[config.mk]
export PLATFORM = sky130hd
export DESIGN_NAME = dfa_flow_sequencer
export DESIGN_NICKNAME = d
export VERILOG_FILES = /design/src/rtl/dfa_flow_sequencer.sv
export SDC_FILE = /design/constraint.sdc
export NUM_CORES = 1
export LEC_CHECK = 0
export CORE_MARGIN = 2
export CORE_UTILIZATION = 55
export CTS_CLUSTER_DIAMETER = 80
export DETAILED_ROUTE_END_ITERATION = 16
export GPL_TIMING_DRIVEN = 0
export PLACE_DENSITY = 0.76
export SLEW_MARGIN = 40
export SYNTH_ARGS = -nofsm -noshare
export SYNTH_HDL_FRONTEND = slang
export SYNTH_SLANG_ARGS = --single-unit
[constraint.sdc]
create_clock -name clk -period 3.08 [get_ports clk]
set_clock_uncertainty 0.05 [all_clocks]
set_input_delay 0.308 -clock clk [delete_from_list [all_inputs] [get_ports clk]]
set_output_delay 0.308 -clock clk [all_outputs]
set_load 0.1 [all_outputs]
[src/rtl/dfa_flow_sequencer.sv]
// Per-flow DFA context sequencer: restores matcher state per flow, streams bytes, saves state and reports.
// Optional macro DPI_MATCH_CNT_EN enables the saturating per-packet accept count on res_cnt.
module dfa_flow_sequencer (
  input  logic        clk,
  input  logic        rst_n,
  input  logic [7:0]  pkt_data,
  input  logic        pkt_vld,
  input  logic        pkt_sop,
  input  logic        pkt_eop,
  input  logic [3:0]  pkt_flow,
  output logic        pkt_rdy,
  output logic [7:0]  dfa_char,
  output logic        dfa_char_vld,
  output logic [10:0] dfa_state_in,
  output logic        dfa_state_vld,
  input  logic [10:0] dfa_state_out,
  input  logic        dfa_accept,
  input  logic        flow_clr,
  input  logic [3:0]  flow_clr_id,
  output logic        res_vld,
  output logic        res_match,
  output logic        res_err,
  output logic [3:0]  res_flow,
  output logic [7:0]  res_cnt
);

  typedef enum logic [2:0] {IDLE, LOAD, STREAM, SAVE, REPORT} state_t;

  state_t      state_q, state_d;
  logic [3:0]  flow_q, flow_d;
  logic        first_q, first_d;
  logic        match_q, match_d;
  logic        err_q, err_d;
  logic [7:0]  cnt_q, cnt_d;
  logic [10:0] ld_state_q, ld_state_d;
  logic        ld_vld_q, ld_vld_d;
  logic        res_vld_q, res_vld_d;
  logic        res_match_q, res_match_d;
  logic        res_err_q, res_err_d;
  logic [3:0]  res_flow_q, res_flow_d;
  logic [7:0]  res_cnt_q, res_cnt_d;

  logic [10:0] flow_tbl [16];

  logic in_stream;
  logic sop_err;
  logic accept_byte;

  // The sop byte that opened the packet is still presented in the first STREAM cycle.
  assign in_stream   = (state_q == STREAM);
  assign sop_err     = in_stream & pkt_vld & pkt_sop & ~first_q;
  assign accept_byte = in_stream & pkt_vld & ~sop_err;

  always_comb begin
    state_d     = state_q;
    flow_d      = flow_q;
    first_d     = first_q;
    match_d     = match_q;
    err_d       = err_q;
    cnt_d       = cnt_q;
    ld_state_d  = ld_state_q;
    ld_vld_d    = 1'b0;
    res_vld_d   = 1'b0;
    res_match_d = 1'b0;
    res_err_d   = 1'b0;
    res_flow_d  = '0;
    res_cnt_d   = '0;
    case (state_q)
      IDLE: begin
        if (pkt_vld && pkt_sop) begin
          flow_d     = pkt_flow;
          // A clear landing on the entry being read this cycle must be seen by the load.
          ld_state_d = (flow_clr && (flow_clr_id == pkt_flow)) ? '0 : flow_tbl[pkt_flow];
          ld_vld_d   = 1'b1;
          state_d    = LOAD;
        end
      end
      LOAD: begin
        first_d = 1'b1;
        state_d = STREAM;
      end
      STREAM: begin
        if (sop_err) begin
          err_d   = 1'b1;
          state_d = SAVE;
        end else if (accept_byte) begin
          first_d = 1'b0;
          if (dfa_accept) begin
            match_d = 1'b1;
`ifdef DPI_MATCH_CNT_EN
            if (cnt_q != 8'hFF) cnt_d = cnt_q + 8'd1;
`endif
          end
          if (pkt_eop) state_d = SAVE;
        end
      end
      SAVE: begin
        res_vld_d   = 1'b1;
        res_match_d = match_q;
        res_err_d   = err_q;
        res_flow_d  = flow_q;
        res_cnt_d   = cnt_q;
        state_d     = REPORT;
      end
      REPORT: begin
        match_d = 1'b0;
        err_d   = 1'b0;
        cnt_d   = '0;
        state_d = IDLE;
      end
      default: state_d = IDLE;
    endcase
  end

  always_ff @(posedge clk) begin
    if (!rst_n) begin
      state_q     <= IDLE;
      flow_q      <= '0;
      first_q     <= 1'b0;
      match_q     <= 1'b0;
      err_q       <= 1'b0;
      cnt_q       <= '0;
      ld_state_q  <= '0;
      ld_vld_q    <= 1'b0;
      res_vld_q   <= 1'b0;
      res_match_q <= 1'b0;
      res_err_q   <= 1'b0;
      res_flow_q  <= '0;
      res_cnt_q   <= '0;
    end else begin
      state_q     <= state_d;
      flow_q      <= flow_d;
      first_q     <= first_d;
      match_q     <= match_d;
      err_q       <= err_d;
      cnt_q       <= cnt_d;
      ld_state_q  <= ld_state_d;
      ld_vld_q    <= ld_vld_d;
      res_vld_q   <= res_vld_d;
      res_match_q <= res_match_d;
      res_err_q   <= res_err_d;
      res_flow_q  <= res_flow_d;
      res_cnt_q   <= res_cnt_d;
    end
  end

  // Save is issued after the clear so it takes priority on a shared entry.
  always_ff @(posedge clk) begin
    if (!rst_n) begin
      for (int i = 0; i < 16; i++) flow_tbl[i] <= '0;
    end else begin
      if (flow_clr) flow_tbl[flow_clr_id] <= '0;
      if (state_q == SAVE) flow_tbl[flow_q] <= dfa_state_out;
    end
  end

  assign pkt_rdy       = rst_n & in_stream & ~(pkt_vld & pkt_sop & ~first_q);
  assign dfa_char      = pkt_data;
  assign dfa_char_vld  = rst_n & accept_byte;
  assign dfa_state_in  = ld_state_q;
  assign dfa_state_vld = rst_n & ld_vld_q;
  assign res_vld       = rst_n & res_vld_q;
  assign res_match     = res_vld & res_match_q;
  assign res_err       = res_vld & res_err_q;
  assign res_flow      = res_vld ? res_flow_q : 4'd0;
  assign res_cnt       = res_vld ? res_cnt_q : 8'd0;

endmodule

**Yosys cells after proc, flatten, opt, wreduce, memory -nomap -nowiden**

Memories as Yosys holds them, arrays and structs flattened. A register that Yosys moved wholly into a read port is not among the register bits.
Index checks and enable logic that the tools add are counted.

- Eq/ne operators: 11
- Mux-type cells: 29
- Bitwise gates (word level): 16
- Reductions and logical operators: 14

Operator list:

| kind | count |
|---|---|
| two-way mux 11 bit | 2 |
| OR reduction 11 bit | 2 |
| two-way mux 1 bit | 16 |
| AND 1 bit | 13 |
| two-way mux 3 bit | 4 |
| two-way mux 4 bit | 3 |
| case mux 3 bit (4 select lines) | 1 |
| AND reduction 2 bit | 4 |
| == test 3 x 2 -> 1 bit (second input constant) | 2 |
| != test 2 bit (second input constant) | 3 |
| case mux 1 bit (2 select lines) | 3 |
| AND reduction 3 bit | 2 |
| != test 2 x 1 -> 1 bit (second input constant) | 2 |
| AND reduction 4 bit | 1 |
| nonzero test 2 bit | 2 |
| == test 3 x 1 -> 1 bit (second input constant) | 1 |
| == test 3 bit (second input constant) | 1 |
| logical NOT 3 bit | 1 |
| != test 3 x 1 -> 1 bit (second input constant) | 1 |
| != test 3 x 2 -> 1 bit (second input constant) | 1 |
| NOT 1 bit | 3 |
| logical AND 1 bit | 1 |
| logical NOT 1 bit | 1 |

- Register bits after elaboration: 18
- RAM bits: 176
- Bits of input ports: 34
- Output and inout port bits: 37
- Word-level logic and storage cells: 81
- Memories: 1

Memories:

| name | depth | width | rd ports | clocked after Yosys merged registers in | wr ports | line | RTL |
|---|---|---|---|---|---|---|---|
| flow_tbl | 16 | 11 | 1 | 1 | 16 | 43 | `logic [10:0] flow_tbl [16];` |

**Logic depth before layout (Yosys ltp)**

Gate-level depths: netlist of the first run.

- Depth after elaboration: 9
- Gate-level depth with buffers: 7

**Worst setup path after synthesis of the first run**

No wires, ideal clock.

- Kind: input to register
- Start point: in rst_n
- End point: mem flow_tbl[3][0], enable pin
- Setup time: 0.394 ns
- Arrival: 1.957 ns
- Setup slack: 0.679 ns
- Cell stages on the path: 5
- Path buffers: 2
- Path through: buf_2 > nand3_2 > or4_1 > buf_2 > o21ai_0

RTL lines:

| item | line | RTL |
|---|---|---|
| from (decl) | 5 | `input logic rst_n,` |
| to (decl) | 43 |  |

**Worst setup path after layout of the first run**

- Start point: in rst_n
- End point: out dfa_state_vld

- Longest elaborated chain between the ends: 1

RTL lines:

| item | line | RTL |
|---|---|---|
| AND 1 bit | 161 | `assign dfa_state_vld = rst_n & ld_vld_q;` |
| to (decl) | 15 | `output logic dfa_state_vld,` |

No other way between the ends.

==> results.json, run 1 <==
{
  "status": "completed",
  "synth_warnings": 0,
  "grt_util_all_layers": 0.245,
  "synth_seq_cells": 205,
  "cts.repair.resized": 0,
  "ios": 71,
  "layout-drive-gt1-share": 0.195,
  "clkLatencyLatePin_ps": 490,
  "cp_data_arrival_time_ps": 2100,
  "yosysTopAreaCellShare": 0.553,
  "vias_per_cell": 5.84,
  "synthMuxAreaShare": 0.119,
  "fin_crit_sh": 0.798,
  "cts.sinks": 205,
  "io_buffers": 47,
  "setup_tns_ps": 0,
  "post-place-ws_ps": 656,
  "antenna_found_initial": 0,
  "cp-end-kind": "output port",
  "diodes": 0,
  "synth_edf_count": 176,
  "synthTopCellsByArea": "edfxtp_1 55%, and2_1 12%, mux4_2 6.1%, dfxtp_1 6.1%, mux2i_1 3.9%",
  "yosys.area_share.simple": 0.167,
  "powerDensity_mw_per_mm2": 563,
  "initialDrtViolationCount": 605,
  "worst_path_max_delay_cell": "clkbuf_1",
  "rsz0062_at_grt": "no",
  "maxCapViolations": 0,
  "gp_congestion": 0.793,
  "drv_slew": 0,
  "synth_compound_area_frac": 0.0493,
  "htreeDepth": 1,
  "synth_top_area_cell": "edfxtp_1",
  "finalHoldViolations": 0,
  "slew_headroom": 0.412,
  "core_area_mm2": 0.0171,
  "path_class": "in -> out",
  "synth_commonest_cells": "185 x and2_1, 176 x edfxtp_1, 38 x clkbuf_1",
  "syn_inst": 688,
  "multiInputGateArea_mm2": 0.00336,
  "vias": 5902,
  "clkTransAtPathRegs_ps": 50,
  "netlist_area_mm2": 0.00956,
  "cts_setup_buffers": 0,
  "yosysMostFrequentCell": "and2_1",
  "cts-root-buf": "clkbuf_16",
  "fin_nets": 805,
  "clk_path_buf_depth": 3,
  "fmax_mhz": 407,
  "drc_errors": 0,
  "fp.dieW_um": 136,
  "synthAdderAreaFrac": 0,
  "cts_tree": "built",
  "synth_xor_area_frac": 0.00458,
  "grt_pass1_wl_mm": 33.5,
  "synthFlopType": "edfxtp_1",
  "ant_nets": 0,
  "wl_mm": 22.4,
  "synth.avg_cell_area_um2": 13.9,
  "synth-async-reset-ratio": 0,
  "synth_cell_type_count": 46,
  "die_y_um": 136,
  "required_ps": 2720,
  "max-vdd-ir-drop_mv": 0.411,
  "regArea_mm2": 0.00587,
  "ctsHoldBuffers": 0,
  "hold_path_class": "in -> reg",
  "critPathMaxFanout": 10,
  "numCtsBuffers": 21,
  "fill_cells": 1262,
  "grt_pass1_vias": 5920,
  "fp-row-count": 48,
  "grt_max_degree": 15,
  "initial_utilization": 0.558,
  "firstDrtPassIters": 5,
  "max_slew.worst_pin.slew_ps": 882,
  "setup_viol": 0,
  "p_leak_nw": 4.26,
  "wire_per_inst_um": 22.2,
  "synth_top_family_by_area": "simple AND/OR/NAND/NOR gates",
  "place_hpwl_mm": 15.5,
  "seq_area_frac_synth": 0.614,
  "syn2layout_area_growth_pct": 14.5,
  "crit_chain": "buf_2 -> clkbuf_1 -> clkbuf_1 -> and2_1 -> buf_2",
  "worstPathBufferInverterCount": 4,
  "min_period_ps": 2460,
  "crit_family": "buffers and inverters",
  "grt_overflow_total": 0,
  "start_kind": "input pin",
  "cpPeakStageDelay_ps": 580,
  "design.die.area_mm2": 0.0185,
  "fin_ws_ps": 622
}
-- placed cells by master, fill, tap and decap left out, types with 11 or more instances in the layout --
| cell | netlist | final |
|---|---|---|
| and2_1 | 185 | 185 |
| edfxtp_1 | 176 | 176 |
| clkbuf_1 | 38 | 45 |
| buf_2 | 13 | 42 |
| mux2i_1 | 37 | 37 |
| dfxtp_1 | 29 | 29 |
| buf_4 | 20 | 26 |
| mux4_2 | 26 | 26 |
| clkbuf_16 | 0 | 21 |
| nand2_1 | 18 | 18 |
| clkdlybuf4s50_1 | 0 | 18 |
| nor2_1 | 17 | 17 |
| o22ai_1 | 11 | 11 |
| a211o_1 | 11 | 11 |
| a32o_1 | 11 | 11 |
-- per-stage QoR --
stage                     power (mW)  utilization  cell area (um^2)  hold slack [ps]  cells
after floorplan                 3.65            -              9590              348    695
after CTS                       6.17        0.637             10900              155   1007
after detailed placement        3.85        0.601             10300              400    970
final                           6.16        0.639             10900              161   1010
after global placement          3.83        0.604             10300              386    967
after global routing            6.32        0.639             10900              183   1010
-- power by group --
part / switching, mW / internal [mW] / total, mW
Sequential: 0.0349 / 3.11 / 3.15
Combinational: 0.451 / 0.204 / 0.654
Clock: 0.995 / 1.36 / 2.36
-- cells by family (layout without fill, tap and decap cells) --
family                    after synthesis  after routing
muxes                                  70             70
buffers and inverters                  83            173
and+or+nand+nor                       264            264
AOI/OAI and AO/OA                      60             60
DFF                                   205            205
xor gates and xnor gates                5              5
other                                   1              8
-- worst register-to-register path, delay by kind of cell (launching register included) --
family / cells / cell delay (ps)
DFF: 1 / 310
buffers and inverters: 3 / 1140
and+or+nand+nor: 3 / 590
-- worst paths after layout --
check	end	startpoint	slack, ps	cells after the start
min	state_q[2]$_SDFFE_PN0P_	rst_n	160	3
min reg2reg	res_err_q$_SDFF_PN0_	err_q$_SDFFE_PN0P_	410	2
max reg2reg	flow_tbl[13][5]$_SDFFCE_PN0P_	flow_q[1]$_SDFFE_PN0P_	740	6
max	dfa_state_vld	rst_n	620	5
-- sequential cells by signal, summed over array words and instances, names as in the netlist --
register      count
first_q           1
res_match_q       1
ld_vld_q          1
dfa_state_in     11
res_flow_q        4
res_vld_q         1
flow_tbl        176
res_err_q         1
flow_q            4
match_q           1
err_q             1
state_q           3
-- final cells by class --
type                            instances  area share
Multi-Input combinational cell        407       0.307
Clock inverter                          8     0.00572
Inverter                                2    0.000686
Buffer                                 81      0.0390
Sequential cell                       205       0.536
Timing Repair Buffer                   53      0.0338
Clock buffer                           29      0.0517
Tap cell                              225      0.0257
-- layer usage --
metal | part of all wire | vias to the layer above | global-route usage
met5 | 0 | - | 0
met4 | 0.027 | 0 | 0.0880
met3 | 0.077 | 44 | 0.0444
met1 | 0.41 | 2923 | 0.327
li1 | - | 2658 | -
met2 | 0.49 | 277 | 0.407
Power figures use the tool's default switching activity.
==> run 2: changes to the inputs <==
--- a/config.mk
+++ b/config.mk
@@ -6,7 +6,7 @@
 export NUM_CORES = 1
 export LEC_CHECK = 0
 export CORE_MARGIN = 2
-export CORE_UTILIZATION = 55
+export CORE_UTILIZATION = 53
 export CTS_CLUSTER_DIAMETER = 80
 export DETAILED_ROUTE_END_ITERATION = 16
 export GPL_TIMING_DRIVEN = 0
==> constraint.sdc (replaced) <==
create_clock -name clk -period 2 [get_ports clk]
set_clock_uncertainty 0.05 [all_clocks]
set_input_delay 0.2 -clock clk [delete_from_list [all_inputs] [get_ports clk]]
set_output_delay 0.2 -clock clk [all_outputs]
set_load 0.1 [all_outputs]
==> run 2 against run 1 <==
Compared with the run above: die area grew 3.7%; flip-flop and latch count is the same; cell area up 4.8%; routed wire length grew 1.1%; final cell count rose by 1.5%; first-iteration DRC count is 0.50% higher; via count increased by 2.9%.
==> results.json, run 2 (synthesized netlist as in run 1, its figures left out) <==
{
  "layout.cells.non_filler": 1025,
  "crit_top_cell": "buf_6",
  "clkLatencyLatePin_ps": 500,
  "wire_per_inst_um": 22.1,
  "place_hpwl_mm": 15.5,
  "critPathMaxFanout": 10,
  "cts_tree": "built",
  "grt_pass1_wl_mm": 34.6,
  "cp_data_arrival_time_ps": 2240,
  "drv_slew": 0,
  "crit_chain": "buf_6 -> nand3_4 -> or4_4 -> buf_6 -> nor2_1 -> clkbuf_2 -> and2_1",
  "fin_nets": 815,
  "maxCapViolations": 0,
  "post-place-ws_ps": -347,
  "endpoint": "flow_tbl[3][7]$_SDFFCE_PN0P_",
  "dp_cells": 972,
  "hold_path_class": "in -> reg",
  "finalHoldViolations": 0,
  "final_common_cell": "and2_1",
  "initial_utilization": 0.536,
  "core_area_mm2": 0.0178,
  "top_usage_layer": "met2",
  "required_ps": 2310,
  "crit_family": "simple AND/OR/NAND/NOR gates",
  "path_class": "reg -> reg",
  "grt_max_degree": 15,
  "gp_congestion": 0.866,
  "min_period_ps": 1930,
  "comb_power_share": 0.113,
  "wl_mm": 22.6,
  "diodes": 0,
  "cts-root-buf": "clkbuf_16",
  "cp_num_cells": 7,
  "grt_util_all_layers": 0.235,
  "antenna_found_initial": 0,
  "timing.rr.end": "flow_tbl[3][7]$_SDFFCE_PN0P_",
  "clk_path_buf_depth": 3,
  "rsz0062_at_grt": "no",
  "vias_per_cell": 5.93,
  "drc_errors": 0,
  "initialDrtViolationCount": 608,
  "grt_use_met1": 0.316,
  "final_cell_mix": "185 x and2_1, 176 x edfxtp_1, 38 x buf_2",
  "total_power_mw": 9.80,
  "worst_path_max_delay_cell": "or4_4",
  "layout-drive-gt1-share": 0.245,
  "p_int_mw": 7.41,
  "cpPeakStageDelay_ps": 420,
  "seqPwrFrac": 0.494,
  "io_buffers": 47,
  "largest_reg_flops": 176,
  "grtUsageMet3": 0.0371,
  "grt_overflow_total": 0,
  "start_kind": "flop",
  "max-vdd-ir-drop_mv": 0.729,
  "power_frac_clock": 0.393,
  "fin_crit_sh": 0.963,
  "grt_pass1_vias": 5981,
  "cts.sinks": 205,
  "reg2reg_depth": 7,
  "firstDrtPassIters": 6,
  "r2r_slack_ps": 70,
  "vias": 6075,
  "design_area_mm2": 0.0115,
  "fin_ws_ps": 74.9,
  "top_register": "flow_tbl",
  "setup_tns_ps": 0,
  "status": "completed",
  "design.die.area_mm2": 0.0191,
  "cp-end-kind": "flop",
  "setup_viol": 0,
  "r2r-start": "state_q[0]$_SDFFE_PN0P_",
  "use_met2": 0.386,
  "slew_headroom": 0.421,
  "max_slew.worst_pin.slew_ps": 868,
  "clkTransAtPathRegs_ps": 60,
  "netSwitchingFraction": 0.245,
  "ios": 71,
  "fp.dieW_um": 138,
  "switchingPower_mw": 2.40,
  "die_y_um": 138,
  "ant_nets": 0,
  "fmax_mhz": 519,
  "crit_start": "state_q[0]$_SDFFE_PN0P_",
  "p_leak_nw": 4.45,
  "syn2layout_area_growth_pct": 20.0,
  "worstPathBufferInverterCount": 3,
  "postPlaceCellArea_mm2": 0.0103,
  "numCtsBuffers": 21,
  "fp-row-count": 49,
  "powerDensity_mw_per_mm2": 855,
  "htreeDepth": 1
}
[run 2: cell types whose count changed in the layout (fill, tap and decap cells not counted), moves of 4 or more]
cell / delta
clkbuf_1: -22
clkbuf_2: +8
o221ai_4: +8
buf_12: +12
buf_2: -4
buf_6: +4
o221ai_2: -8
[run 2: layout make-up]
cell class / instances / area (um^2)
Inverter: 2 / 7.51
Buffer: 75 / 443
Timing Repair Buffer: 68 / 643
Clock buffer: 24 / 547
Sequential cell: 205 / 5870
Tap cell: 229 / 287
Multi-Input combinational cell: 408 / 3550
Clock inverter: 14 / 126
Fill cell: 1283 / 6370
[run 2: per-layer routing]
layer / part of all wire / wire, um
met4: 0.035 / 799
met3: 0.067 / 1510
met2: 0.50 / 11200
met5: 0 / 0
met1: 0.40 / 9080
[run 2: worst min path at each step]
stage / to / cells after the start / startpoint
3_3_place_gp: res_err_q$_SDFF_PN0_ / 2 / err_q$_SDFFE_PN0P_
4_1_cts: res_err_q$_SDFF_PN0_ / 3 / rst_n
2_1_floorplan: first_q$_SDFFE_PN0P_ / 1 / pkt_vld
6_report: res_err_q$_SDFF_PN0_ / 3 / rst_n
3_5_place_dp: res_err_q$_SDFF_PN0_ / 2 / err_q$_SDFFE_PN0P_
5_1_grt: res_err_q$_SDFF_PN0_ / 3 / rst_n
[run 2: metrics by stage]
step / utilization / hold WS [ps]
global route: 0.643 / 31.5
floorplan: - / 240
detailed placement: 0.576 / 397
finish: 0.643 / 25.0
CTS: 0.637 / 16.2
global placement: 0.581 / 389
[run 2: worst register-to-register path, stage by stage (launching register included)]
cell and delay [ps]:
dfxtp_1 320, buf_6 140, nand3_4 90, or4_4 420, buf_6 150, nor2_1 180
clkbuf_2 260, and2_1 180
[run 2: what timing repair did]
action | CTS | global route
endpoints found under the hold margin | 1 | 0
hold buffers | 1 | 0
endpoints found under the setup margin | 264 | 172
pin swaps | 13 | 6
gates resized for setup | 48 | 17
gates cloned | 1 | 0
setup buffers | 10 | 9
[run 2: power groups by stage]
stage,logic (mW),clock network (mW),registers (mW)
after CTS,1.07,3.86,4.85
final,1.10,3.85,4.85
after global routing,1.16,4.03,4.86
after detailed placement,0.984,0,4.93
after global placement,0.977,0,4.92
after floorplan,0.615,0,5.01
==> run 3: changes to the inputs <==
--- a/config.mk
+++ b/config.mk
@@ -6,11 +6,12 @@
 export NUM_CORES = 1
 export LEC_CHECK = 0
 export CORE_MARGIN = 2
-export CORE_UTILIZATION = 53
+export CORE_UTILIZATION = 40
 export CTS_CLUSTER_DIAMETER = 80
 export DETAILED_ROUTE_END_ITERATION = 16
 export GPL_TIMING_DRIVEN = 0
-export PLACE_DENSITY = 0.76
+export RECOVER_POWER = 25
+export SETUP_SLACK_MARGIN = 0.1
 export SLEW_MARGIN = 40
 export SYNTH_ARGS = -nofsm -noshare
 export SYNTH_HDL_FRONTEND = slang
==> run 3 against run 2 <==
Compared with the run above: cell area up 4.1%; first-iteration DRC count down 9.9%; combinational power is 5% higher; final cell count grew 11%; power up 3.0%; critical endpoint is now flow_tbl[5][10]$_SDFFCE_PN0P_; die area rose by 31%; non-clock buffer count grew 17; via count fell by 0.95%; global-route usage shrank 3.3 points; clock power increased by 6.5%; worst setup slack got worse by 12 ps; register-to-register slack about the same; highest routed layer unchanged.
==> results.json, run 3 (synthesized netlist as in run 1, its figures left out) <==
{
  "place_hpwl_mm": 16.5,
  "ios": 71,
  "fill_cells": 1993,
  "cpPeakStageDelay_ps": 350,
  "drv_slew": 0,
  "netSwitchingFraction": 0.242,
  "vias": 6017,
  "grt_pass1_vias": 6136,
  "switchingPower_mw": 2.44,
  "min_period_ps": 1940,
  "worst_path_max_delay_cell": "or3_4",
  "design.die.area_mm2": 0.0252,
  "design_area_mm2": 0.0119,
  "grt_overflow_total": 0,
  "seqPwrFrac": 0.480,
  "p_int_mw": 7.66,
  "core_area_mm2": 0.0235,
  "slew_headroom": 0.446,
  "postPlaceCellArea_mm2": 0.0104,
  "layout.cells.non_filler": 1138,
  "reg2reg_depth": 7,
  "powerDensity_mw_per_mm2": 846,
  "min_to": "res_err_q$_SDFF_PN0_",
  "fp-row-count": 56,
  "cts-root-buf": "clkbuf_16",
  "fin_hold_ws_ps": 21.4,
  "wl_mm": 24.8,
  "comb_power_share": 0.114,
  "start_kind": "flop",
  "fin_ws_ps": 63.1,
  "hold_path_class": "in -> reg",
  "wl_met1_mm": 10.5,
  "timing.rr.end": "flow_tbl[5][10]$_SDFFCE_PN0P_",
  "largest_reg_flops": 176,
  "fmax_mhz": 516,
  "required_ps": 2160,
  "max-vdd-ir-drop_mv": 0.468,
  "maxCapViolations": 0,
  "firstDrtPassIters": 5,
  "wire_per_inst_um": 21.8,
  "syn2layout_area_growth_pct": 24.9,
  "whs_path_depth": 3,
  "top_register": "flow_tbl",
  "drc_errors": 0,
  "layout-drive-gt1-share": 0.277,
  "antenna_found_initial": 0,
  "critPathMaxFanout": 11,
  "wl_met3_mm": 1.76,
  "min-delay-start": "rst_n",
  "r2r-start": "state_q[0]$_SDFFE_PN0P_",
  "grt_max_degree": 14,
  "p_leak_nw": 4.60,
  "clkTransAtPathRegs_ps": 60,
  "fin_crit_sh": 0.968,
  "htreeDepth": 1,
  "grt_util_all_layers": 0.202,
  "r2r_slack_ps": 60,
  "initial_utilization": 0.407,
  "die_y_um": 159,
  "power_frac_clock": 0.406,
  "cp-end-kind": "flop",
  "status": "completed",
  "io_buffers": 47,
  "clkLatencyLatePin_ps": 510,
  "final_common_cell": "and2_1",
  "fp.dieW_um": 159,
  "rsz0062_at_grt": "yes",
  "final_core_util": 0.508,
  "setup_tns_ps": 0,
  "vias_per_cell": 5.29,
  "total_power_mw": 10.1,
  "ant_nets": 0,
  "numCtsBuffers": 23,
  "fin_nets": 837,
  "gp_congestion": 0.833,
  "cp_data_arrival_time_ps": 2100,
  "clk_path_buf_depth": 3,
  "cts.sinks": 205,
  "finalHoldViolations": 0,
  "met2_length_mm": 12.0,
  "max_slew.worst_pin.slew_ps": 830,
  "crit_top_cell": "buf_12",
  "cts_tree": "built",
  "post-place-ws_ps": -352,
  "crit_chain": "buf_6 -> nand4_1 -> or3_4 -> buf_8 -> buf_12 -> o221ai_4 -> buf_12",
  "initialDrtViolationCount": 548,
  "final_cell_mix": "178 x and2_1, 176 x edfxtp_1, 42 x buf_4",
  "diodes": 0,
  "routed.top_layer": "met4",
  "dp_cells": 1062,
  "setup_viol": 0,
  "path_class": "reg -> reg",
  "grt_pass1_wl_mm": 37.1
}
## run 3: cell count changes in the layout (fill, tap and decap cells not counted), moves of 5 or more
cell,previous run,this run
clkbuf_4,2,7
and2_4,0,6
and2_1,185,178
clkbuf_2,14,5
nor2_1,16,11
buf_6,5,13
buf_4,29,42
## run 3: repair_timing
| action | in CTS | in global routing |
|---|---|---|
| setup buffers | 23 | 4 |
| hold buffers | 1 | 0 |
| endpoints found under the hold margin | 1 | 0 |
| setup endpoints to repair | 355 | 293 |
| cloned | 3 | 5 |
| gates resized for setup | 72 | 62 |
| pin swaps | 21 | 11 |
## run 3: area by class of cell
| type | instances | area (um^2) | share of cell area |
|---|---|---|---|
| inverters | 2 | 7.51 | 0.000629 |
| flip-flops and latches | 205 | 5870 | 0.492 |
| repair buffers | 80 | 758 | 0.0635 |
| clock inverters | 10 | 105 | 0.00881 |
| well taps | 319 | 399 | 0.0334 |
| multi-input cells | 411 | 3640 | 0.305 |
| clock buffers | 31 | 628 | 0.0526 |
| plain buffers | 80 | 533 | 0.0447 |
## run 3: worst max-delay path: cells and delay by family, from the launching register on
kind / cells / cell delay (ps)
buffers and inverters: 4 / 580
AND/OR/NAND/NOR: 2 / 480
flip-flops: 1 / 320
AO/OA/AOI/OAI: 1 / 220
## run 3: power by group through the flow
stage / Combinational [mW] / Sequential (mW) / Clock (mW)
3_5_place_dp: 1.00 / 4.94 / 0
5_1_grt: 1.22 / 4.86 / 4.33
2_1_floorplan: 0.615 / 5.01 / 0
6_report: 1.15 / 4.84 / 4.10
3_3_place_gp: 0.998 / 4.93 / 0
4_1_cts: 1.13 / 4.84 / 4.14
## run 3: worst max path at each step
stage                            start                            end  slack [ps]  cells after the start
2_1_floorplan  state_q[1]$_SDFFE_PN0P_   flow_tbl[9][0]$_SDFFCE_PN0P_        -100                      5
3_3_place_gp                     rst_n                  dfa_state_vld        -770                      5
3_5_place_dp                     rst_n  flow_tbl[11][4]$_SDFFCE_PN0P_        -350                      4
4_1_cts        state_q[0]$_SDFFE_PN0P_   flow_tbl[0][3]$_SDFFCE_PN0P_          50                      6
5_1_grt        state_q[0]$_SDFFE_PN0P_  flow_tbl[5][10]$_SDFFCE_PN0P_          -9                      7
6_report       state_q[0]$_SDFFE_PN0P_  flow_tbl[5][10]$_SDFFCE_PN0P_          60                      7
## run 3: layer usage
layer / up-vias / global-route usage
li1: 2737 / -
met1: 2993 / 0.276
met2: 252 / 0.339
met3: 35 / 0.0299
met4: 0 / 0.0528
met5: - / 0
